File: config.mk
export PLATFORM = sky130hd
export DESIGN_NAME = mono_rx_fifo_arbiter_flat
export DESIGN_NICKNAME = d
export VERILOG_FILES = /design/src/rtl/mono_rx_fifo_arbiter_if.sv /design/src/rtl/mono_rx_fifo_arbiter.sv /design/src/flat_wrapper.sv
export SDC_FILE = /design/constraint.sdc
export NUM_CORES = 1
export LEC_CHECK = 0
export ABC_AREA = 1
export BUFFER_PORTS_ARGS = -buffer_cell sky130_fd_sc_hd__buf_2
export CORE_ASPECT_RATIO = 1.2
export CORE_UTILIZATION = 50
export CTS_BUF_LIST = sky130_fd_sc_hd__clkbuf_8
export DETAILED_ROUTE_END_ITERATION = 6
export PLACE_DENSITY = 0.95
export SLEW_MARGIN = 40
export SYNTH_ARGS = -nofsm -noshare
export SYNTH_HDL_FRONTEND = slang
export SYNTH_SLANG_ARGS = --single-unit
export TNS_END_PERCENT = 50
File: constraint.sdc
create_clock -name BUS_CLK -period 5.3 [get_ports BUS_CLK]
set_clock_uncertainty 0.2 [all_clocks]
set_input_delay 0.265 -clock BUS_CLK [delete_from_list [all_inputs] [get_ports BUS_CLK]]
set_output_delay 0.265 -clock BUS_CLK [all_outputs]
set_load 0.03 [all_outputs]
File: src/rtl/mono_rx_fifo_arbiter_if.sv
// mono_rx_fifo_arbiter_if: per-source FIFO inputs and merged readout FIFO of the packet arbiter
interface mono_rx_fifo_arbiter_if #(parameter int N_SRC = 4);
  logic [N_SRC-1:0] ENABLE;
  logic [N_SRC-1:0] FIFO_EMPTY_IN;
  logic [32*N_SRC-1:0] FIFO_DATA_IN;
  logic [N_SRC-1:0] FIFO_READ_OUT;
  logic FIFO_READ;
  logic FIFO_EMPTY;
  logic [31:0] FIFO_DATA;
  modport master (
    input ENABLE, FIFO_EMPTY_IN, FIFO_DATA_IN, FIFO_READ,
    output FIFO_READ_OUT, FIFO_EMPTY, FIFO_DATA
  );
  modport slave (
    output ENABLE, FIFO_EMPTY_IN, FIFO_DATA_IN, FIFO_READ,
    input FIFO_READ_OUT, FIFO_EMPTY, FIFO_DATA
  );
endinterface

File: src/rtl/mono_rx_fifo_arbiter.sv
// mono_rx_fifo_arbiter: round-robin, packet-framed merge of N_SRC receiver FIFOs into one show-ahead stream.
// MONO_ARB_TIMEOUT_EN adds a stall counter that abandons a source starved for TIMEOUT cycles and sets LOCK_ERROR.
module mono_rx_fifo_arbiter #(
  parameter int N_SRC = 4,
  parameter int TIMEOUT = 255
) (
  input logic BUS_CLK,
  input logic BUS_RST_N,
  mono_rx_fifo_arbiter_if.master bus,
  output logic [15:0] PACKET_CNT,
  output logic LOCK_ERROR
);
  localparam int GW = N_SRC > 1 ? $clog2(N_SRC) : 1;
  localparam logic [GW:0] NS = (GW+1)'(N_SRC);
  typedef enum logic {IDLE, LOCKED} state_t;
  state_t state_q, state_d;
  logic [GW-1:0] grant_q, grant_d, last_q, last_d, off;
  logic [GW:0] base, sum;
  logic [2*N_SRC-1:0] avail2;
  logic [N_SRC-1:0] rot;
  logic [31:0] src_w [N_SRC];
  logic [31:0] data_q, word;
  logic valid_q, can_load, pop, is_end, found, timeout;
  for (genvar g = 0; g < N_SRC; g++) begin : g_src
    assign src_w[g] = bus.FIFO_DATA_IN[32*g +: 32];
  end
  assign can_load = ~valid_q | bus.FIFO_READ;
  assign word = src_w[grant_q];
  assign pop = (state_q == LOCKED) & can_load & ~bus.FIFO_EMPTY_IN[grant_q];
  assign is_end = pop & (word[29:28] == 2'b11);
  assign bus.FIFO_READ_OUT = pop ? N_SRC'(1) << grant_q : '0;
  assign bus.FIFO_EMPTY = ~valid_q;
  assign bus.FIFO_DATA = data_q;
  // Doubled request vector rotated so bit j is source (last_grant+1+j) mod N_SRC
  assign avail2 = {2{bus.ENABLE & ~bus.FIFO_EMPTY_IN}};
  assign base = {1'b0, last_q} + (GW+1)'(1);
  assign rot = N_SRC'(avail2 >> base);
  assign sum = base + {1'b0, off};
  always_comb begin
    off = '0;
    found = 1'b0;
    for (int j = N_SRC - 1; j >= 0; j--) if (rot[j]) begin off = GW'(j); found = 1'b1; end
  end
  always_comb begin
    state_d = state_q;
    grant_d = grant_q;
    last_d = last_q;
    if (state_q == IDLE && found) begin
      state_d = LOCKED;
      grant_d = GW'(sum >= NS ? sum - NS : sum);
    end else if (state_q == LOCKED && (is_end || timeout)) begin
      state_d = IDLE;
      last_d = grant_q;
    end
  end
  always_ff @(posedge BUS_CLK or negedge BUS_RST_N) begin
    if (!BUS_RST_N) begin
      state_q <= IDLE;
      grant_q <= '0;
      last_q <= GW'(N_SRC - 1);
      data_q <= '0;
      valid_q <= 1'b0;
      PACKET_CNT <= '0;
    end else begin
      state_q <= state_d;
      grant_q <= grant_d;
      last_q <= last_d;
      if (pop) begin
        data_q <= word;
        valid_q <= 1'b1;
      end else if (bus.FIFO_READ) valid_q <= 1'b0;
      if (is_end && PACKET_CNT != 16'hFFFF) PACKET_CNT <= PACKET_CNT + 16'd1;
    end
  end
`ifdef MONO_ARB_TIMEOUT_EN
  logic [15:0] stall_q;
  // Only starvation counts; cycles blocked by a full output register hold the count
  assign timeout = (state_q == LOCKED) & bus.FIFO_EMPTY_IN[grant_q] & (stall_q == 16'(TIMEOUT - 1));
  always_ff @(posedge BUS_CLK or negedge BUS_RST_N) begin
    if (!BUS_RST_N) begin
      stall_q <= '0;
      LOCK_ERROR <= 1'b0;
    end else begin
      stall_q <= (state_q != LOCKED || pop) ? '0 : bus.FIFO_EMPTY_IN[grant_q] ? stall_q + 16'd1 : stall_q;
      if (timeout) LOCK_ERROR <= 1'b1;
    end
  end
`else
  assign timeout = 1'b0;
  assign LOCK_ERROR = 1'b0;
`endif
endmodule

File: src/flat_wrapper.sv
// flat-port wrapper written by rule: the top's interface ports become plain ports
module mono_rx_fifo_arbiter_flat 
#(
  parameter int N_SRC = 4,
  parameter int TIMEOUT = 255
)
  (BUS_CLK, BUS_RST_N, PACKET_CNT, LOCK_ERROR, bus_ENABLE, bus_FIFO_EMPTY_IN, bus_FIFO_DATA_IN, bus_FIFO_READ, bus_FIFO_READ_OUT, bus_FIFO_EMPTY, bus_FIFO_DATA);
  mono_rx_fifo_arbiter_if #(.N_SRC(N_SRC)) bus_i ();
  input logic BUS_CLK;
  input logic BUS_RST_N;
  output logic [15:0] PACKET_CNT;
  output logic LOCK_ERROR;
  input wire logic [$bits(bus_i.ENABLE)-1:0] bus_ENABLE;
  input wire logic [$bits(bus_i.FIFO_EMPTY_IN)-1:0] bus_FIFO_EMPTY_IN;
  input wire logic [$bits(bus_i.FIFO_DATA_IN)-1:0] bus_FIFO_DATA_IN;
  input wire logic [$bits(bus_i.FIFO_READ)-1:0] bus_FIFO_READ;
  output wire logic [$bits(bus_i.FIFO_READ_OUT)-1:0] bus_FIFO_READ_OUT;
  output wire logic [$bits(bus_i.FIFO_EMPTY)-1:0] bus_FIFO_EMPTY;
  output wire logic [$bits(bus_i.FIFO_DATA)-1:0] bus_FIFO_DATA;
  assign bus_i.ENABLE = bus_ENABLE;
  assign bus_i.FIFO_EMPTY_IN = bus_FIFO_EMPTY_IN;
  assign bus_i.FIFO_DATA_IN = bus_FIFO_DATA_IN;
  assign bus_i.FIFO_READ = bus_FIFO_READ;
  assign bus_FIFO_READ_OUT = bus_i.FIFO_READ_OUT;
  assign bus_FIFO_EMPTY = bus_i.FIFO_EMPTY;
  assign bus_FIFO_DATA = bus_i.FIFO_DATA;
  mono_rx_fifo_arbiter #(.N_SRC(N_SRC), .TIMEOUT(TIMEOUT)) u_core (.BUS_CLK(BUS_CLK), .BUS_RST_N(BUS_RST_N), .bus(bus_i), .PACKET_CNT(PACKET_CNT), .LOCK_ERROR(LOCK_ERROR));
endmodule
==> results_dict.tcl <==
set metrics [dict create \
    status "finished clean" \
    die_h_um 93.5 \
    drc 0 \
    final-instance-count-excl-fill 784 \
    syn_nets 661 \
    overflow 0 \
    start_kind "flop" \
    finalHoldViolations 0 \
    max_freq_ghz 0.311 \
    gp_congestion 0.986 \
    die_x_um 78.2 \
    num_rows 32 \
    hpwl_mm 8.73 \
    r2r_end "u_core.PACKET_CNT[5]" \
    grt_pass1_wl_mm 18.7 \
    grt_max_degree 55 \
    cts_buffers 5 \
    p_leak_uw 0.00267 \
    wl_mm 11.5 \
    layout_setup_ws_ns 2.09 \
    syn_inst 520 \
    rsz0062_at_grt "false" \
    ys_types 25 \
    clockRootBuffer "clkbuf_8" \
    drive_gt1_share_pct 30.9 \
    drt-met1-wl_mm 4.55 \
    tightest_slew_ns 0.710 \
    die_area_um2 7310 \
    start_util_pct 53.1 \
    met3_wirelength_um 968 \
    ff2ff_path_depth 10 \
    finalCritPeriodShare_pct 60.6 \
    worstSetupEndpointType "output port" \
    grt_use_total_pct 32.5 \
    final_util_pct 69.5 \
    antenna_found_initial 0 \
    firstDrtPassIters 5 \
    arrival_ns 2.75 \
    r2r_setup_slack_ns 2.42 \
    placed_cells 775 \
    grt_pass1_vias 3980 \
    syn-cell-area_um2 3490 \
    synth-seq-cells 54 \
    powerDensity_nw_per_um2 518 \
    antenna_cells 0 \
    dr.first_iter.drc_count 312 \
    critPathKind "flop to output port" \
    clk_pin_slew_worst_paths_ns 0.10 \
    vias 4219 \
    highest_layer "met4" \
    max-slew-margin-rel_pct 52.6 \
    dr_wl_met2_mm 5.63 \
    ys_seq_area_share_pct 38.8 \
    crit_path_max_fanout 39 \
    viasPerCell 5.38 \
    synthToLayoutAreaGrowth_pct 31.0 \
    synth_area_per_cell_um2 6.70 \
    setup_tns_ns 0 \
    critPathLaunch "u_core.grant_q[1]" \
    whs_ns 0.00621 \
    clk_path_buf_depth 2 \
    wl_per_cell_um 14.7 \
    finalMaxSlewViolations 0 \
    drv_cap 0 \
    setup_violations 0 \
    cts_sinks 54 \
    worstSkewPairLatency_ns 0.32 \
    drtAntennaViolNets 0 \
    fin_crit_ns 3.21 \
    crit_end "bus_FIFO_READ_OUT[0]" \
    nets 839 \
    vdd_drop_max_mv 0.282 \
    htreeDepth 2 \
    crit_required_ns 4.84 \
    cts_tree "built" \
    hold_path_class "input port to flop" \
    yosys_warnings 0 \
    core_um2 6570 \
    r2r_start "u_core.grant_q[1]" \
    io-pin-count 193 \
    cts-resized-gates 0 \
    portBuffers 191 \
    pre_cts_slack_ns 2.46 \
]
==> through the flow <==
| step | power (uW) | cell area [um^2] |
|---|---|---|
| after CTS | 2360 | 4570 |
| after global placement | 2060 | 4460 |
| final | 2370 | 4570 |
| after detailed placement | 2110 | 4460 |
| after floorplan | 1720 | 3490 |
| after global routing | 2550 | 4570 |
==> registers in the layout (all words and copies together), names as in the netlist <==
signal	count
u_core.valid_q	1
u_core.PACKET_CNT	16
u_core.last_q	2
u_core.state_q	1
u_core.bus.FIFO_DATA	32
u_core.grant_q	2
==> power by group <==
| group | internal, uW | switching [uW] |
|---|---|---|
| clock network | 95.8 | 151 |
| registers | 571 | 122 |
| logic | 433 | 994 |
==> kinds of logic after synthesis <==
| kind of cell | after synthesis | synth area share, % |
|---|---|---|
| buffers and inverters | 61 | 7.25 |
| other | 1 | 0.108 |
| XOR/XNOR | 9 | 2.26 |
| adder cells (fa/ha/maj) | 2 | 0.718 |
| flip-flops | 54 | 38.8 |
| AND/OR/NAND/NOR | 358 | 43.6 |
| AO/OA/AOI/OAI | 35 | 7.18 |
==> metal layers <==
layer,vias up,GRT usage [%]
met4,0,12.7
met3,38,7.02
met1,1927,42.1
met5,-,0
li1,2028,-
met2,226,53.0
==> cells in the final DEF (no fill, tap or decap), types with 5 or more instances in the layout <==
cell type	netlist	final
nand3_1	74	74
nor2_1	13	13
xor2_1	8	8
buf_2	7	191
dfrtp_1	52	52
inv_1	33	33
o21ai_0	5	5
nor3_1	6	6
a22oi_1	30	30
clkbuf_8	0	5
nand4_1	7	7
nand2_1	250	250
==> worst max-delay path, cell delays in order, from the launching register on <==
cell and delay, ns:
dfrtp_1 0.44, inv_1 0.14, nand2_1 0.08, inv_2 0.44
nand2_1 0.13, nand4_2 0.12, buf_4 0.37, inv_2 0.34
nand2_1 0.14, inv_1 0.04, buf_2 0.17
==> how the worst min path moves through the flow <==
stage / start / to / cells after the start
final: bus_FIFO_READ / u_core.valid_q / 4
after global routing: bus_FIFO_READ / u_core.valid_q / 4
after CTS: bus_FIFO_READ / u_core.valid_q / 4
after detailed placement: BUS_RST_N / u_core.PACKET_CNT[6] / 2
after global placement: BUS_RST_N / u_core.PACKET_CNT[5] / 2
after floorplan: BUS_RST_N / u_core.PACKET_CNT[0] / 0
==> cell usage after synthesis, drive strengths merged <==
master  count  share of area, %
xor2        8               2.0
nor3        7               1.3
nand4       9               2.2
buf        10               1.8
dfstp       2               1.5
nand2     250                27
ha          2              0.72
xnor2       1              0.25
nand3      75                11
conb        1              0.11
dfrtp      52                37
clkbuf     14               1.5
nor2       17               2.3
inv        37               4.0
a22oi      30               6.5
o21ai       5              0.72
==> layout make-up <==
| cell class | instances | area, um^2 |
|---|---|---|
| clock buffer | 5 | 68.8 |
| sequential | 54 | 1350 |
| multi-input combinational | 405 | 1880 |
| fill | 551 | 2000 |
| clock inverter | 3 | 25.0 |
| tap | 85 | 106 |
| inverter | 37 | 139 |
| timing repair buffer | 195 | 988 |
==> timing repair <==
action | 4_1_cts | 5_1_grt
setup buffers | 0 | 0
setup endpoints to repair | 0 | 0
endpoints found under the hold margin | 52 | 0
hold buffers | 1 | 0
(Power assumes the default switching activity.)
